===== src/rtl/ara_xif_issue_tracker.sv =====
// ara_xif_issue_tracker: XIF issue/register/commit front end feeding Ara's XIF ring buffer.
// Optional ID protocol checking on error_o is enabled by defining ARA_XIF_ID_CHECK_EN.
package ara_xif_issue_tracker_pkg;
  typedef struct packed {
    logic [31:0] instr;
    logic [63:0] rs1;
    logic [63:0] rs2;
    logic [1:0]  rs_valid;
    logic [2:0]  frm;
  } entry_t;
endpackage

module ara_xif_issue_tracker #(
  parameter int unsigned ID_WIDTH = 8,
  parameter int unsigned DEPTH    = 4,
  parameter int unsigned XLEN     = 64,
  parameter type         dtype    = ara_xif_issue_tracker_pkg::entry_t
) (
  input  logic                clk_i,
  input  logic                rst_ni,
  input  logic                issue_valid_i,
  output logic                issue_ready_o,
  input  logic [ID_WIDTH-1:0] issue_id_i,
  input  logic [31:0]         issue_instr_i,
  input  logic                reg_valid_i,
  output logic                reg_ready_o,
  input  logic [ID_WIDTH-1:0] reg_id_i,
  input  logic [XLEN-1:0]     rs1_i,
  input  logic [XLEN-1:0]     rs2_i,
  input  logic [1:0]          rs_valid_i,
  input  logic [2:0]          frm_i,
  input  logic                commit_valid_i,
  input  logic [ID_WIDTH-1:0] commit_id_i,
  input  logic                commit_kill_i,
  input  logic                retire_i,
  input  logic [ID_WIDTH-1:0] retire_id_i,
  input  logic                buf_full_i,
  output logic                push_o,
  output logic [ID_WIDTH-1:0] id_o,
  output dtype                data_o,
  output logic                register_valid_o,
  output logic [ID_WIDTH-1:0] reg_id_o,
  output logic [XLEN-1:0]     rs1_o,
  output logic [XLEN-1:0]     rs2_o,
  output logic [1:0]          rs_valid_o,
  output logic [2:0]          frm_o,
  output logic                commit_o,
  output logic [ID_WIDTH-1:0] commit_id_o,
  output logic                flush_o,
  output logic                error_o
);
  localparam int unsigned NID        = 1 << ID_WIDTH;
  localparam int unsigned ADDR_DEPTH = (DEPTH > 1) ? $clog2(DEPTH) : 1;
  localparam int unsigned CW         = ADDR_DEPTH + 1;

  typedef enum logic {RUN, FLUSH} state_e;

  state_e              r_state, w_state_n;
  logic                w_run;
  logic [NID-1:0]      r_inf, r_cmt, w_inf_n, w_cmt_n;
  logic [CW-1:0]       r_count, w_count_n;
  logic [ID_WIDTH:0]   w_pop;
  logic                w_kill_req, w_issue_hs, w_reg_hs;
  logic                w_cmt_ok, w_ret_ok, w_commit, w_kill, w_retire;
  dtype                w_data;

  assign w_kill_req = commit_valid_i & commit_kill_i;
  assign issue_ready_o = w_run & (r_count < CW'(DEPTH)) & ~buf_full_i & ~w_kill_req;
  assign w_issue_hs = issue_valid_i & issue_ready_o;
  // Operands wait until the buffer has seen the push that links the ID to a slot.
  assign reg_ready_o = w_run & r_inf[reg_id_i]
                     & ~(w_issue_hs & (reg_id_i == issue_id_i))
                     & ~(push_o & (reg_id_i == id_o));
  assign w_reg_hs = reg_valid_i & reg_ready_o;

`ifdef ARA_XIF_ID_CHECK_EN
  logic [2:0] r_bad;
  logic       w_bad, w_err, r_error;
  assign w_cmt_ok = r_inf[commit_id_i];
  assign w_ret_ok = r_inf[retire_id_i];
  assign w_bad    = reg_valid_i & ~r_inf[reg_id_i];
  assign w_err    = (w_issue_hs & r_inf[issue_id_i]) | (commit_valid_i & ~w_cmt_ok)
                  | (retire_i & ~w_ret_ok) | (w_bad & (r_bad == 3'd3));
  always_ff @(posedge clk_i or negedge rst_ni) begin
    if (!rst_ni) begin
      r_bad   <= '0;
      r_error <= 1'b0;
    end else begin
      r_bad   <= w_bad ? ((r_bad == 3'd4) ? r_bad : r_bad + 3'd1) : 3'd0;
      r_error <= w_err;
    end
  end
  assign error_o = r_error;
`else
  assign w_cmt_ok = 1'b1;
  assign w_ret_ok = 1'b1;
  assign error_o  = 1'b0;
`endif

  assign w_commit = commit_valid_i & ~commit_kill_i & w_cmt_ok;
  assign w_kill   = w_kill_req & w_cmt_ok;
  assign w_retire = retire_i & w_ret_ok;

  always_ff @(posedge clk_i or negedge rst_ni) begin
    if (!rst_ni) r_state <= RUN;
    else         r_state <= w_state_n;
  end

  always_comb begin
    w_state_n = r_state;
    case (r_state)
      RUN:     if (w_kill) w_state_n = FLUSH;
      FLUSH:   w_state_n = RUN;
      default: w_state_n = RUN;
    endcase
  end

  always_comb begin
    w_run = (r_state == RUN);
  end

  // Order matters: commit, then retire, then kill, then a fresh issue reuses the ID.
  always_comb begin
    w_inf_n = r_inf;
    w_cmt_n = r_cmt;
    if (w_commit) w_cmt_n[commit_id_i] = 1'b1;
    if (w_retire) begin
      w_inf_n[retire_id_i] = 1'b0;
      w_cmt_n[retire_id_i] = 1'b0;
    end
    if (w_kill) w_inf_n = w_inf_n & w_cmt_n;
    if (w_issue_hs) begin
      w_inf_n[issue_id_i] = 1'b1;
      w_cmt_n[issue_id_i] = 1'b0;
    end
  end

  always_comb begin
    w_pop = '0;
    for (int i = 0; i < NID; i++) w_pop = w_pop + {{ID_WIDTH{1'b0}}, w_inf_n[i] & w_cmt_n[i]};
  end

  always_comb begin
    w_count_n = r_count;
    if (w_kill) begin
      w_count_n = (w_pop > (ID_WIDTH + 1)'(DEPTH)) ? CW'(DEPTH) : CW'(w_pop);
    end else if (w_issue_hs && !w_retire) begin
      w_count_n = (r_count == CW'(DEPTH)) ? r_count : r_count + CW'(1);
    end else if (!w_issue_hs && w_retire) begin
      w_count_n = (r_count == '0) ? r_count : r_count - CW'(1);
    end
  end

  always_comb begin
    w_data       = '0;
    w_data.instr = issue_instr_i;
  end

  always_ff @(posedge clk_i or negedge rst_ni) begin
    if (!rst_ni) begin
      r_inf            <= '0;
      r_cmt            <= '0;
      r_count          <= '0;
      push_o           <= 1'b0;
      id_o             <= '0;
      data_o           <= '0;
      register_valid_o <= 1'b0;
      reg_id_o         <= '0;
      rs1_o            <= '0;
      rs2_o            <= '0;
      rs_valid_o       <= '0;
      frm_o            <= '0;
      commit_o         <= 1'b0;
      flush_o          <= 1'b0;
      commit_id_o      <= '0;
    end else begin
      r_inf            <= w_inf_n;
      r_cmt            <= w_cmt_n;
      r_count          <= w_count_n;
      push_o           <= w_issue_hs;
      register_valid_o <= w_reg_hs;
      commit_o         <= w_commit;
      flush_o          <= w_kill;
      if (w_issue_hs) begin
        id_o   <= issue_id_i;
        data_o <= w_data;
      end
      if (w_reg_hs) begin
        reg_id_o   <= reg_id_i;
        rs1_o      <= rs1_i;
        rs2_o      <= rs2_i;
        rs_valid_o <= rs_valid_i;
        frm_o      <= frm_i;
      end
      if (w_commit || w_kill) commit_id_o <= commit_id_i;
    end
  end
endmodule


===== config.mk =====
export PLATFORM = sky130hd
export DESIGN_NAME = ara_xif_issue_tracker
export DESIGN_NICKNAME = d
export VERILOG_FILES = /design/src/rtl/ara_xif_issue_tracker.sv
export SDC_FILE = /design/constraint.sdc
export NUM_CORES = 2
export LEC_CHECK = 0
export ABC_CLOCK_PERIOD_IN_PS = 30000
export CAP_MARGIN = 30
export CELL_PAD_IN_SITES_DETAIL_PLACEMENT = 1
export CELL_PAD_IN_SITES_GLOBAL_PLACEMENT = 1
export CORE_ASPECT_RATIO = 0.75
export CORE_UTILIZATION = 34
export DETAILED_ROUTE_END_ITERATION = 16
export GPL_ROUTABILITY_DRIVEN = 0
export PLACE_DENSITY = 0.68
export SYNTH_ARGS = -nofsm -noshare
export SYNTH_HDL_FRONTEND = slang
export SYNTH_SLANG_ARGS = --single-unit

===== constraint.sdc =====
create_clock -name clk_i -period 30 [get_ports clk_i]
set_input_delay 3 -clock clk_i [delete_from_list [all_inputs] [get_ports clk_i]]
set_output_delay 3 -clock clk_i [all_outputs]
set_load 0.005 [all_outputs]

==> reports/metrics.cfg <==
[drt]
finalWirelength_mm = 214
vias_per_cell = 6.08
drt_iter0_markers = 5211
via_count = 37400
post-route-drc-count = 0
wl_per_cell_um = 34.8
drtPass1Iterations = 8
ant_nets = 0

[finish]
final_nets = 4937
nFillCells = 13500
layout-drive-gt1-share_pct = 12.5
area_growth_pct = 21.0

[critical_path]
r2r-start = r_state
crit_type = in -> reg
critPathTopFamily = adder cells
worstPathRequired_ns = 30.54
cpMaxStageDelayCell = clkdlybuf4s50_1
crit_top_cell = fa_1
worst_setup_path_end_kind = flop
cp.buffers_inverters = 6
startpoint = commit_valid_i
critPathMaxFanout = 46
crit_arrival_ns = 14.24
start_kind = input port
crit_path_max_incr_delay_ns = 0.64

[logic_synthesis]
synth.distinct_cells = 61
synth_compound_area_share_pct = 17.8
synth.ff_latch_count = 709
synthMuxAreaShare_pct = 8.15
yosys-top-cells-count = 709 x dfrtp_1, 429 x nand2_1, 385 x a21oi_1, 268 x o21ai_0, 243 x fa_1
ys_warn_count = 0
syn_avg_cell_area_um2 = 10.3
yosys.area.top_type_share_pct = 42.4
netlist_area_um2 = 41900
synth-edff-count = 0
synth_top_cell_by_area = dfrtp_1
synthAdderAreaFrac_pct = 12.8
synth_top_family_by_area = compound AO/OA/AOI/OAI gates
synth-async-reset-ratio_pct = 100
synth-simple-area-share_pct = 11.0
ys.flop_type = dfrtp_1
syn_inst = 4069
synthTopCellsByArea = dfrtp_1 42%, fa_1 12%, a21oi_1 4.6%, nand2_1 3.8%, a221oi_1 3.8%
ys_seq_area_share_pct = 42.4
synth.most_common_cell = dfrtp_1
synthXorXnorAreaFrac_pct = 0.356

[worst_hold_path]
hold_path_class = reg -> reg
min_from = data_o[141]

[power_and_ir_drop]
p_switching_uw = 786
power_density_nw_per_um2 = 53.6
power_switching_share_pct = 29.0
p_clk_share_pct = 39.2
p_comb_share_pct = 19.4
p_int_mw = 1.93
ir_drop_mv = 0.0458
sequentialPowerShare_pct = 41.3
leakagePower_nw = 23.9

[cts]
ctsHoldBuffers = 0
cts_sinks = 709
cts.path.max_buffers = 3
clock_latency_ns = 0.69
cts.clk_slew.worst_paths_ns = 0.06
cts_buffers = 81
cts_tree = yes
cts_resized = 0
htree_num_levels = 3
cts-root-buf = clkbuf_16
post_cts_buffers = 0

[timing]
fin_skew_ns = 0.0244
timing.fmax_ghz = 0.0730
tns_ns = 0
timing.hold.ws_ns = 0.474
rsz0062_at_grt = no
max_slew_margin_pct = 23.2
worstMarginPinSlew_ns = 1.15
setup_viol = 0
timing.final.crit_share_pct = 45.7
finalHoldViolations = 0
fin_crit_ns = 13.70
slew_violations = 0

[die]
die_x_um = 407
core_area_um2 = 122000
start_util_pct = 34.3
fp-row-count = 111
die_height_um = 306
die_area_um2 = 125000
io_pins = 534

[place]
hpwl_mm = 149
portBuffers = 399

[status]
status = completed

[global_route]
grt_start_max_net_pins = 167
antenna_found_initial = 14
grt_pass1_vias = 37500
grt_usage_pct = 33.7
grt.overflow.total = 0
grt_pass1_wl_mm = 298

[run]
maxCapViolations = 0

worst reg2reg max path, delay by kind of cell (launching register included):
family	cells	cell delay, ns
AO/OA/AOI/OAI	6	1.27
adder cells (fa/ha/maj)	13	6.36
buffers and inverters	5	1.02
AND/OR/NAND/NOR	8	1.87
flip-flops	1	0.55
cell usage in the layout, fill, tap and decap left out, types with 167 or more instances in the layout:
master	n
and2_1	170
a221oi_1	181
inv_1	239
a21oi_1	385
dfrtp_1	709
buf_4	167
nand2_1	426
fa_1	243
clkdlybuf4s50_1	396
o21ai_0	268
stage by stage:
stage	setup slack [ns]	instances	power (mW)	cell area (um^2)	utilization (%)
finish	16.30	6158	2.71	50700	41.5
global route	15.87	6153	2.79	50600	41.5
CTS	16.41	6150	2.71	50600	41.4
detailed placement	15.73	6003	1.65	47900	39.2
global placement	15.98	5996	1.64	47700	39.1
floorplan	17.57	4202	1.33	42400	-
metal layers:
metal | vias to the layer above | part of all wire, % | GRT usage [%]
met3 | 561 | 15 | 16.8
met2 | 2495 | 40 | 44.6
met1 | 19700 | 40 | 45.6
met4 | 10 | 5.2 | 14.5
li1 | 14700 | - | -
met5 | - | 0.067 | 0.460
power by group through the flow:
stage | logic (mW) | clock network [mW] | registers [mW]
floorplan | 0.204 | 0 | 1.12
global placement | 0.509 | 0 | 1.13
detailed placement | 0.518 | 0 | 1.14
CTS | 0.521 | 1.07 | 1.12
global route | 0.550 | 1.10 | 1.13
finish | 0.527 | 1.06 | 1.12
cell families (layout without fill, tap and decap cells):
kind of cell             after synthesis  in the layout
AND/OR/NAND/NOR                      975            975
adder cells (fa/ha/maj)              282            282
other                                  1            140
XOR/XNOR                              17             17
multiplexers                         260            260
flip-flops                           709            709
buffers and inverters                651            963
AO/OA/AOI/OAI                       1174           1174
worst paths after layout:
check,end,slack (ns),cells past startpoint
min in group asynchronous,rs2_o[26],2.33,1
worst max-delay path,r_count[0],16.30,33
worst max register to register,r_count[0],18.81,32
worst min register to register,data_o[141],0.47,2
worst min-delay path,data_o[141],0.47,2
max in group asynchronous,r_inf[248],24.58,5
final cells by class:
cell class / count / area (um^2) / area share, %
flip-flops and latches: 709 / 17700 / 35.0
diodes: 6 / 15.0 / 0.0296
repair buffers: 575 / 5440 / 10.7
clock buffers: 122 / 2420 / 4.78
multi-input cells: 2842 / 21800 / 43.0
inverters: 241 / 912 / 1.80
clock inverters: 25 / 295 / 0.583
well taps: 1638 / 2050 / 4.05
flip-flops by register name, indices dropped and copies added (netlist names):
signal,flops
r_state,1
rs_valid_o,2
data_o,32
id_o,8
push_o,1
r_count,3
rs2_o,64
reg_id_o,8
flush_o,1
r_cmt,256
r_inf,256
commit_o,1
rs1_o,64
frm_o,3
commit_id_o,8
register_valid_o,1
No activity file was read; power rests on OpenSTA's default activity.
